### config.mk
export PLATFORM = sky130hd
export DESIGN_NAME = bootram_loader
export DESIGN_NICKNAME = d
export VERILOG_FILES = /design/src/rtl/bootram_pkg.sv /design/src/rtl/bootram_loader.sv
export SDC_FILE = /design/constraint.sdc
export NUM_CORES = 1
export LEC_CHECK = 0
export CORE_ASPECT_RATIO = 0.8
export CORE_MARGIN = 4
export CORE_UTILIZATION = 46
export CTS_CLUSTER_SIZE = 40
export DETAILED_ROUTE_END_ITERATION = 10
export PLACE_DENSITY = 0.72
export REMOVE_ABC_BUFFERS = 1
export SLEW_MARGIN = 20
export SYNTH_ARGS = -nofsm -noshare
export SYNTH_HDL_FRONTEND = slang
export SYNTH_SLANG_ARGS = --single-unit
### constraint.sdc
create_clock -name clk -period 4.8 [get_ports clk]
set_clock_uncertainty 0.15 [all_clocks]
set_input_delay 0.96 -clock clk [delete_from_list [all_inputs] [get_ports clk]]
set_output_delay 0.96 -clock clk [all_outputs]
set_load 0.01 [all_outputs]
### src/rtl/bootram_pkg.sv
// Shared types and constants for the boot RAM loader and its lane array.
package bootram_pkg;

  typedef enum logic [2:0] {
    IDLE,
    LEN0,
    LEN1,
    DATA,
    CSUM,
    VERIFY,
    DONE,
    ERROR
  } loader_state_e;

  localparam logic [1:0] ERR_NONE   = 2'd0;
  localparam logic [1:0] ERR_LEN    = 2'd1;
  localparam logic [1:0] ERR_CSUM   = 2'd2;
  localparam logic [1:0] ERR_VERIFY = 2'd3;

  localparam logic [7:0] BOOT_MAGIC = 8'hA5;

  // Mod-256 sum of the four byte lanes of one read-back word.
  function automatic logic [7:0] byte_sum4(input logic [31:0] w);
    return w[7:0] + w[15:8] + w[23:16] + w[31:24];
  endfunction

endpackage

### src/rtl/bootram_loader.sv
// Loads a framed byte stream into the boot RAM lanes, optionally reads it back
// to check it, and holds the CPU in reset until the image is good.
module bootram_loader
  import bootram_pkg::*;
#(
  parameter int         ADDR_W    = 11,
  parameter logic [7:0] MAGIC     = BOOT_MAGIC,
  parameter bit         VERIFY_EN = 1'b1
) (
  input  logic              clk,
  input  logic              reset,
  input  logic              s_valid,
  input  logic [7:0]        s_data,
  output logic              s_ready,
  input  logic              restart,
  output logic              ram_ce,
  output logic              ram_oce,
  output logic              ram_wre,
  output logic [3:0]        ram_be,
  output logic [ADDR_W-1:0] ram_ad,
  output logic [7:0]        ram_din,
  input  logic [31:0]       ram_dout,
  output logic              cpu_hold,
  output logic              done,
  output logic [1:0]        err
);

  localparam int          CNT_W = ADDR_W + 2;
  localparam int          RD_W  = ADDR_W + 1;
  localparam logic [16:0] DEPTH = 17'(1) << ADDR_W;

  loader_state_e     state_q, state_d;
  logic [15:0]       len_q, len_d;
  logic [CNT_W-1:0]  cnt_q, cnt_d;
  logic [7:0]        sum_q, sum_d;
  logic [7:0]        csum_q, csum_d;
  logic [7:0]        vsum_q, vsum_d;
  logic [RD_W-1:0]   rd_cnt_q, rd_cnt_d;
  logic [RD_W-1:0]   cap_cnt_q, cap_cnt_d;
  logic              rd_valid_q, rd_valid_d;
  logic              ram_ce_q, ram_ce_d;
  logic              ram_wre_q, ram_wre_d;
  logic [3:0]        ram_be_q, ram_be_d;
  logic [ADDR_W-1:0] ram_ad_q, ram_ad_d;
  logic [7:0]        ram_din_q, ram_din_d;
  logic              s_ready_q, s_ready_d;
  logic              cpu_hold_q, cpu_hold_d;
  logic              done_q, done_d;
  logic [1:0]        err_q, err_d;

  logic              fire;
  logic [15:0]       len_new;
  logic [CNT_W-1:0]  last_idx;
  logic [RD_W-1:0]   len_words;
  logic              len_zero;

  assign fire      = s_valid & s_ready_q;
  assign len_new   = {s_data, len_q[7:0]};
  assign len_words = len_q[RD_W-1:0];
  assign len_zero  = (len_q == 16'd0);
  // Index of the last payload byte, 4*LEN-1; for LEN == DEPTH the low bits
  // are zero and the decrement wraps to all-ones, which is exactly right.
  assign last_idx  = {len_q[ADDR_W-1:0] - ADDR_W'(1), 2'b11};

  always_comb begin
    state_d    = state_q;
    len_d      = len_q;
    cnt_d      = cnt_q;
    sum_d      = sum_q;
    csum_d     = csum_q;
    vsum_d     = vsum_q;
    rd_cnt_d   = rd_cnt_q;
    cap_cnt_d  = cap_cnt_q;
    rd_valid_d = ram_ce_q & ~ram_wre_q;
    ram_ce_d   = 1'b0;
    ram_wre_d  = 1'b0;
    ram_be_d   = 4'b0000;
    ram_ad_d   = ram_ad_q;
    ram_din_d  = ram_din_q;
    err_d      = err_q;

    case (state_q)
      IDLE: begin
        if (fire && s_data == MAGIC) begin
          state_d = LEN0;
        end
      end
      LEN0: begin
        if (fire) begin
          len_d   = {8'h00, s_data};
          state_d = LEN1;
        end
      end
      LEN1: begin
        if (fire) begin
          len_d = len_new;
          cnt_d = '0;
          sum_d = 8'h00;
          if ({1'b0, len_new} > DEPTH) begin
            state_d = ERROR;
            err_d   = ERR_LEN;
          end else if (len_new == 16'd0) begin
            state_d = CSUM;
          end else begin
            state_d = DATA;
          end
        end
      end
      DATA: begin
        if (fire) begin
          ram_ce_d  = 1'b1;
          ram_wre_d = 1'b1;
          ram_be_d  = 4'b0001 << cnt_q[1:0];
          ram_ad_d  = cnt_q[CNT_W-1:2];
          ram_din_d = s_data;
          sum_d     = sum_q + s_data;
          cnt_d     = cnt_q + CNT_W'(1);
          if (cnt_q == last_idx) begin
            state_d = CSUM;
          end
        end
      end
      CSUM: begin
        if (fire) begin
          csum_d = s_data;
          if (s_data != sum_q) begin
            state_d = ERROR;
            err_d   = ERR_CSUM;
          end else if (!VERIFY_EN) begin
            state_d = DONE;
          end else begin
            // The first read is launched here so VERIFY spends exactly LEN+2 cycles.
            state_d   = VERIFY;
            vsum_d    = 8'h00;
            cap_cnt_d = '0;
            rd_cnt_d  = '0;
            if (!len_zero) begin
              ram_ce_d = 1'b1;
              ram_ad_d = '0;
              rd_cnt_d = RD_W'(1);
            end
          end
        end
      end
      VERIFY: begin
        if (rd_cnt_q != len_words) begin
          ram_ce_d = 1'b1;
          ram_ad_d = rd_cnt_q[ADDR_W-1:0];
          rd_cnt_d = rd_cnt_q + RD_W'(1);
        end
        if (rd_valid_q) begin
          vsum_d    = vsum_q + byte_sum4(ram_dout);
          cap_cnt_d = cap_cnt_q + RD_W'(1);
        end
        if (cap_cnt_q == len_words) begin
          if (vsum_q == csum_q) begin
            state_d = DONE;
          end else begin
            state_d = ERROR;
            err_d   = ERR_VERIFY;
          end
        end
      end
      DONE, ERROR: begin
        if (restart) begin
          state_d = IDLE;
          err_d   = ERR_NONE;
        end
      end
      default: begin
        state_d = IDLE;
      end
    endcase

    s_ready_d  = (state_d == IDLE) || (state_d == LEN0) || (state_d == LEN1) ||
                 (state_d == DATA) || (state_d == CSUM);
    done_d     = (state_d == DONE);
    cpu_hold_d = (state_d != DONE);
  end

  always_ff @(posedge clk) begin
    if (reset) begin
      state_q    <= IDLE;
      len_q      <= 16'd0;
      cnt_q      <= '0;
      sum_q      <= 8'h00;
      csum_q     <= 8'h00;
      vsum_q     <= 8'h00;
      rd_cnt_q   <= '0;
      cap_cnt_q  <= '0;
      rd_valid_q <= 1'b0;
      ram_ce_q   <= 1'b0;
      ram_wre_q  <= 1'b0;
      ram_be_q   <= 4'b0000;
      ram_ad_q   <= '0;
      ram_din_q  <= 8'h00;
      s_ready_q  <= 1'b0;
      cpu_hold_q <= 1'b1;
      done_q     <= 1'b0;
      err_q      <= ERR_NONE;
    end else begin
      state_q    <= state_d;
      len_q      <= len_d;
      cnt_q      <= cnt_d;
      sum_q      <= sum_d;
      csum_q     <= csum_d;
      vsum_q     <= vsum_d;
      rd_cnt_q   <= rd_cnt_d;
      cap_cnt_q  <= cap_cnt_d;
      rd_valid_q <= rd_valid_d;
      ram_ce_q   <= ram_ce_d;
      ram_wre_q  <= ram_wre_d;
      ram_be_q   <= ram_be_d;
      ram_ad_q   <= ram_ad_d;
      ram_din_q  <= ram_din_d;
      s_ready_q  <= s_ready_d;
      cpu_hold_q <= cpu_hold_d;
      done_q     <= done_d;
      err_q      <= err_d;
    end
  end

  assign s_ready  = s_ready_q;
  assign ram_ce   = ram_ce_q;
  assign ram_oce  = ram_ce_q;
  assign ram_wre  = ram_wre_q;
  assign ram_be   = ram_be_q;
  assign ram_ad   = ram_ad_q;
  assign ram_din  = ram_din_q;
  assign cpu_hold = cpu_hold_q;
  assign done     = done_q;
  assign err      = err_q;

endmodule
* Word level (Yosys, flattened, before mapping) *
Index checks and enable logic that the tools add are counted.

storage, ports and cells
  logic and storage cells = 149
  flip-flop bits (word level) = 111

operators by class
  reduce and logical (&&, ||, !) cells = 26
  magnitude comparators = 1
  shift-type cells = 1
  $add $sub $neg = 9
  multiplexer cells = 55
  bitwise logic cells = 6
  eq/ne operators = 32

operators with widths
  kind                                                              number
  2-to-1 mux 12 bit                                                 6
  2-to-1 mux 11 bit                                                 5
  one-hot mux 12 bit (2 select lines)                               2
  adder 8 bit                                                       5
  2-to-1 mux 8 bit                                                  5
  one-hot mux 11 bit (3 select lines)                               1
  zero test 16 bit                                                  2
  2-to-1 mux 16 bit                                                 2
  one-hot mux 16 bit (2 select lines)                               1
  one-hot mux 8 bit (2 select lines)                                2
  2-to-1 mux 3 bit                                                  10
  2-to-1 mux 13 bit                                                 2
  != test 2 bit (second input constant)                             13
  one-hot mux 13 bit (2 select lines)                               1
  adder 12 x 1 -> 12 bit (second input constant)                    2
  one-hot mux 3 bit (7 select lines)                                1
  == test 3 bit (second input constant)                             6
  greater-than comparator 16 x 12 -> 1 bit (second input constant)  1
  2-to-1 mux 2 bit                                                  8
  adder 13 x 1 -> 13 bit (second input constant)                    1
  == test 13 bit                                                    1
  == test 12 bit                                                    1
  == test 3 x 2 -> 1 bit (second input constant)                    4
  != test 12 bit                                                    1
  25 further kinds                                                  47

* Logic depth before layout (Yosys ltp) *
Gate-level depths: netlist of the first run.

  depth in word-level cells = 10
  depth in mapped cells = 13

* Least setup slack after synthesis of the first run *
Ideal clock, no wire load.

  path type = input -> register
  start = in ram_dout[1]
  end = reg vsum_q[7]
  path buffers = 0
  path slack = 541 ps
  stages = 13
  arrival = 3993 ps
  setup time = 116 ps
  path through = fa_1 -> fa_1 -> inv_1 -> fa_1 -> inv_1 -> ha_1 -> fa_1 -> a21o_1 -> a21oi_1 -> o21bai_1 -> a21oi_1 -> mux2i_1 -> a41o_1

between the ends
  word-level cells in the longest chain between the ends = 6

RTL lines
  element                             RTL line               RTL
  start, declared                     bootram_loader.sv:22   input logic [31:0] ram_dout,
  adder 8 bit (3 in series)           bootram_pkg.sv:24      return w[7:0] + w[15:8] + w[23:16] + w[31:24];
  adder 8 bit                         bootram_loader.sv:152  vsum_d = vsum_q + byte_sum4(ram_dout);
  2-to-1 mux 8 bit                    bootram_loader.sv:151  if (rd_valid_q) begin
  one-hot mux 8 bit (2 select lines)  bootram_loader.sv:82   case (state_q)
  end signal, assigned                bootram_loader.sv:207  vsum_q <= vsum_d;
  end, declared                       bootram_loader.sv:37   logic [7:0] vsum_q, vsum_d;

Every way passes these cells. The select of a mux whose other input is x is not followed.
A chain may end at the register's enable or synchronous reset.

* Final worst setup path of the first run *
Same ends and word-level chain as after synthesis.

==> flow_summary.toml, run 1 <==
[pwr]
finalPower_mw = 1.96
p_sw_frac = 0.269
p_leak_nw = 2.77
clkPwrFrac = 0.390
internal_power_mw = 1.43
ir_drop_mv = 0.185
powerDensity_nw_per_um2 = 254
seqPwrFrac = 0.471
p_switching_uw = 526
combPwrFrac = 0.139

[synthesis]
ys_async_sr_fraction = 0
syn_area_um2 = 6520
yosys.area.top_type = "dfxtp_1"
synth_edf_count = 0
yosysWarnings = 0
syn_area_per_cell_um2 = 8.25
ys_top_cells_by_count = "dfxtp_1 (111), nand2_1 (100), nor2_1 (78), a21oi_1 (71), xnor2_1 (49)"
synth_flop_cell = "dfxtp_1"
synth_top_cell_area_share = 0.341
synth_most_common_cell = "dfxtp_1"
synth.top_cells.by_area = "dfxtp_1 (34%), xnor2_1 (6.6%), fa_1 (6.5%), nand2_1 (5.8%), a21oi_1 (5.5%)"
ys_seq_elements = 111
synth.distinct_cells = 64
synth_cells = 790
yosysSeqAreaShare = 0.341

[sta]
min_period_over_period = 0.925
setup_viol = 0
worst_slack_ns = 0.359
fin_crit_ns = 4.44
fmax_mhz = 225
rsz0062_at_grt = "no"
holdWs_ns = 0.278
hold_viol_final = 0
slew_headroom = 0.372
finalMaxSlewViolations = 0
tightest_slew_ns = 0.943

[floorplanning]
die_y_um = 114
rows = 38
core_area_um2 = 13700
dieArea_um2 = 16100
die_w_um = 141
io_pins = 75
start_util = 0.474

[placement]
placed_area_um2 = 7380
io_buffers = 74
dp_hpwl_um = 12300
place_congestion = 0.864
dp_cells = 1007
dp_slack_ns = -0.0289

[drt]
wl_per_cell_um = 16.4
antenna_left = 0
first_iter_violations = 438
routed_wl_um = 16800
first_pass_iters = 5
dr_total_vias = 5748
vias_per_cell = 5.62
drcViolationCount = 0

[global_routing]
grt_first_pass_wirelength_um = 27500
grt_antenna_before_repair = 0
grt_pass1_vias = 5360
grtUsageTotal = 0.209
grt_overflow = 0
grt_max_degree = 54

[layout]
drive_gt1_frac = 0.0641
num-fill-cells = 1261
stdcell_count = 1023
diodes = 0
area_delta_synth_final_pct = 18.1
finalNetCount = 922
fin_area_um2 = 7690

[clock_network]
clockRootBuffer = "clkbuf_16"
cts_setup_buffers = 0
cts_tree = "built"
cts_buffers = 9
cts_resized = 0
insertion_delay_ns = 0.36
clkTransAtPathRegs_ns = 0.08
cts_sinks = 111
hold_buffers = 0
cts.path.max_buffers = 2
htree_levels = 3

[job]
cap_violations = 0

[critical_path]
end_kind = "flip-flop"
arrival_ns = 4.54
crit_required_ns = 4.90
start_kind = "input pin"
cp_max_fo = 2
path_class = "in -> reg"

[hold_path]
hold_class = "reg -> reg"

[run_status]
run_status = "completed"
[routing by layer]
layer / vias to the layer above / routed length, um / part of all wire / global-route usage
met2: 194 / 7170 / 0.43 / 0.309
met3: 21 / 1240 / 0.074 / 0.0497
met5: - / 0 / 0 / 0
li1: 2853 / - / - / -
met4: 0 / 240 / 0.014 / 0.0529
met1: 2680 / 8100 / 0.48 / 0.307
[final timing paths]
kind | start | endpoint | slack, ns | cells past startpoint
setup reg to reg | state_q[2] | cap_cnt_q[11] | 1.57 | 6
hold reg to reg | ram_wre | rd_valid_q | 0.28 | 1
setup / recovery | ram_dout[1] | vsum_q[7] | 0.36 | 14
hold / removal | ram_wre | rd_valid_q | 0.28 | 1
[state kept, by name, indices dropped and copies added (netlist names), 3 cells and up]
name,count
state_q,3
csum_q,8
cap_cnt_q,12
ram_ad,11
vsum_q,8
ram_din,8
ram_be,4
rd_cnt_q,12
sum_q,8
cnt_q,13
len_q,16
[area by class of cell]
class                   count  area [um^2]  area share
clock inverters             7         85.1      0.0111
inverters                  17         63.8     0.00829
repair buffers             93          878       0.114
clock buffers               9          225      0.0293
flip-flops and latches    111         2220       0.289
multi-input cells         606         4000       0.519
well taps                 180          225      0.0293
[power groups by stage]
| stage | Sequential [mW] | Combinational (mW) | Clock [mW] |
|---|---|---|---|
| global placement | 0.942 | 0.267 | 0 |
| CTS | 0.921 | 0.274 | 0.779 |
| finish | 0.921 | 0.272 | 0.762 |
| global route | 0.921 | 0.305 | 0.813 |
| detailed placement | 0.942 | 0.272 | 0 |
| floorplan | 0.943 | 0.167 | 0 |
[cell usage in the layout (no fill, tap or decap), drive strengths merged, types with 11 or more instances in the layout]
cell type	n
dfxtp	111
nand2	100
nor2	78
clkdlybuf4s50	73
a21oi	71
xnor2	49
nand3	36
xor2	26
nand4	22
o21ai	22
fa	21
buf	20
inv	20
ha	19
or3	16
a211oi	12
a22oi	11
[critical path: stages]
cell and delay [ns]:
clkdlybuf4s50_1 0.43, fa_1 0.50, fa_1 0.51, inv_1 0.05, fa_1 0.49, inv_1 0.04, ha_1 0.22, fa_1 0.39
a21o_1 0.17, a21oi_1 0.21, o21bai_1 0.11, a21oi_1 0.18, mux2i_1 0.09, a41o_1 0.20
[cells by family (layout without fill, tap and decap cells)]
logic type / count (synthesis) / count (layout) / synth area share
AND/OR/NAND/NOR: 328 / 328 / 0.250
buffers and inverters: 73 / 126 / 0.0461
XOR/XNOR: 75 / 75 / 0.101
adder cells (fa/ha/maj): 40 / 40 / 0.101
flip-flops: 111 / 111 / 0.341
AO/OA/AOI/OAI: 157 / 157 / 0.152
multiplexers: 6 / 6 / 0.00941
[stage by stage]
stage | utilization | TNS [ns]
6_report | 0.560 | 0
3_3_place_gp | 0.537 | 0
4_1_cts | 0.560 | 0
5_1_grt | 0.560 | 0
2_1_floorplan | - | 0
3_5_place_dp | 0.537 | -0.0289
Note: power is estimated with default switching activity, not from simulation.
==> inputs of run 2 (changes only) <==
- CTS_BUF_LIST: not set -> sky130_fd_sc_hd__clkbuf_8
==> run 2 against run 1 <==
Effect of this change: sequential power hardly changed; global-route usage is 0.14 points lower; total power is 9.6% lower; clock power is 25% lower; wire length is 0.35% lower; core utilization is 0.74 points lower; critical path depth stayed put; maximum frequency is 0.63% higher; count of clock-buffer cells in the layout stayed put; final area is 1.3% lower; die area stayed put; non-clock buffer count stayed put.
==> flow_summary.toml, run 2 (synthesis gave the netlist of run 1 again) <==
[run_status]
run_status = "completed"

[critical_path]
critPathMaxStageDelay_ns = 0.51
path_depth = 14
cp_slowest_cell = "fa_1"
path_delay_family = "adder cells"
rr_startpoint = "state_q[2]"
crit_required_ns = 4.93
crit_chain = "clkdlybuf4s50_1, fa_1, fa_1, inv_1, fa_1, inv_1, ha_1, fa_1, a21o_1, a21oi_1, o21bai_1, a21oi_1, mux2i_1, a41o_1"
critPathCapture = "vsum_q[7]"
startpoint = "ram_dout[1]"
ff2ff_path_depth = 6
start_kind = "input pin"
end_kind = "flip-flop"
cp_common_cell = "fa_1"
arrival_ns = 4.54
cp_max_fo = 2
critPathBufInv = 3
rrSetupSlack_ns = 1.57
path_class = "in -> reg"
rr_endpoint = "cap_cnt_q[5]"

[job]
cap_violations = 0

[drt]
first_pass_iters = 6
drcViolationCount = 0
vias_per_cell = 5.64
wl_per_cell_um = 16.3
dr_total_vias = 5765
antenna_left = 0
first_iter_violations = 428
routed_wl_um = 16700

[floorplanning]
start_util = 0.474
rows = 38
dieArea_um2 = 16100
die_y_um = 114
die_w_um = 141
io_pins = 75
core_area_um2 = 13700

[global_routing]
grt_overflow = 0
grt_max_degree = 54
grt_antenna_before_repair = 0
grtUsageTotal = 0.208
grt_first_pass_wirelength_um = 27300
grt_pass1_vias = 5316

[layout]
finalNetCount = 922
drive_gt1_frac = 0.0641
reg.largest.list = "len_q (16), cnt_q (13)"
largest-register = "len_q"
area_delta_synth_final_pct = 16.5
final_common_cell = "dfxtp_1"
diodes = 0
layout_common_cells = "dfxtp_1 (111), nand2_1 (100), nor2_1 (78)"
largest_reg_flops = 16
fin_util = 0.553

[sta]
finalMaxSlewViolations = 0
hold_viol_final = 0
rsz0062_at_grt = "no"
tns_ns = 0
holdWs_ns = 0.284
fin_crit_ns = 4.41
tightest_slew_ns = 0.947
setup_viol = 0
slew_headroom = 0.369
min_period_over_period = 0.919
fmax_mhz = 227

[clock_network]
cts_setup_buffers = 0
htree_levels = 3
insertion_delay_ns = 0.39
cts_buffers = 9
cts_sinks = 111
clkTransAtPathRegs_ns = 0.12
cts.path.max_buffers = 2
cts_resized = 0
hold_buffers = 0
cts_tree = "built"
clockRootBuffer = "clkbuf_8"

[hold_path]
hold_start = "ram_wre"
hold_class = "reg -> reg"

[pwr]
powerDensity_nw_per_um2 = 233
p_leak_nw = 2.73
ir_drop_mv = 0.173

[placement]
dp_hpwl_um = 12300
place_congestion = 0.864
io_buffers = 74
run 2: worst reg2reg max path: cells and delay by family (launching register included):
kind            cells  cell delay [ns]
compound gates      2             0.46
simple gates        4             2.01
flops               1             0.57
run 2: area by class of cell:
class                   count  area (um^2)
multi-input cells         606         4000
repair buffers             93          878
well taps                 180          225
fillers                  1280         6150
clock inverters             7         85.1
clock buffers               9          124
flip-flops and latches    111         2220
inverters                  17         63.8
run 2: stage by stage:
stage	setup slack, ns	total power, mW	std cells	instance area, um^2
final	0.387	1.77	1023	7590
after global routing	0.226	1.86	1023	7590
after global placement	0.0186	1.21	1007	7380
after floorplan	0.541	1.11	734	6280
after CTS	0.389	1.79	1023	7590
after detailed placement	-0.0289	1.21	1007	7380
run 2: worst min path at each step:
stage | end | slack (ns) | cells after the start
floorplan | sum_q[0] | 0.28 | 2
global placement | rd_valid_q | 0.26 | 1
detailed placement | rd_valid_q | 0.27 | 1
CTS | rd_valid_q | 0.28 | 1
global route | rd_valid_q | 0.31 | 1
finish | rd_valid_q | 0.28 | 1
run 2: report_power, final:
part / switching (mW) / internal (mW) / total [mW]
logic: 0.138 / 0.135 / 0.272
registers: 0.000421 / 0.921 / 0.922
clock network: 0.365 / 0.209 / 0.574
total: 0.503 / 1.27 / 1.77
run 2: layer usage:
metal / global-route usage / vias up / routed length, um
li1: - / 2858 / -
met1: 0.307 / 2678 / 7990
met4: 0.0523 / 0 / 233
met2: 0.304 / 211 / 7110
met3: 0.0497 / 18 / 1350
met5: 0 / - / 0
==> inputs of run 3 (changes only) <==
- CTS_BUF_LIST: sky130_fd_sc_hd__clkbuf_8 -> not set
==> results of run 3 <==
Final layout, timing and power as in run 1 (identical DEF).
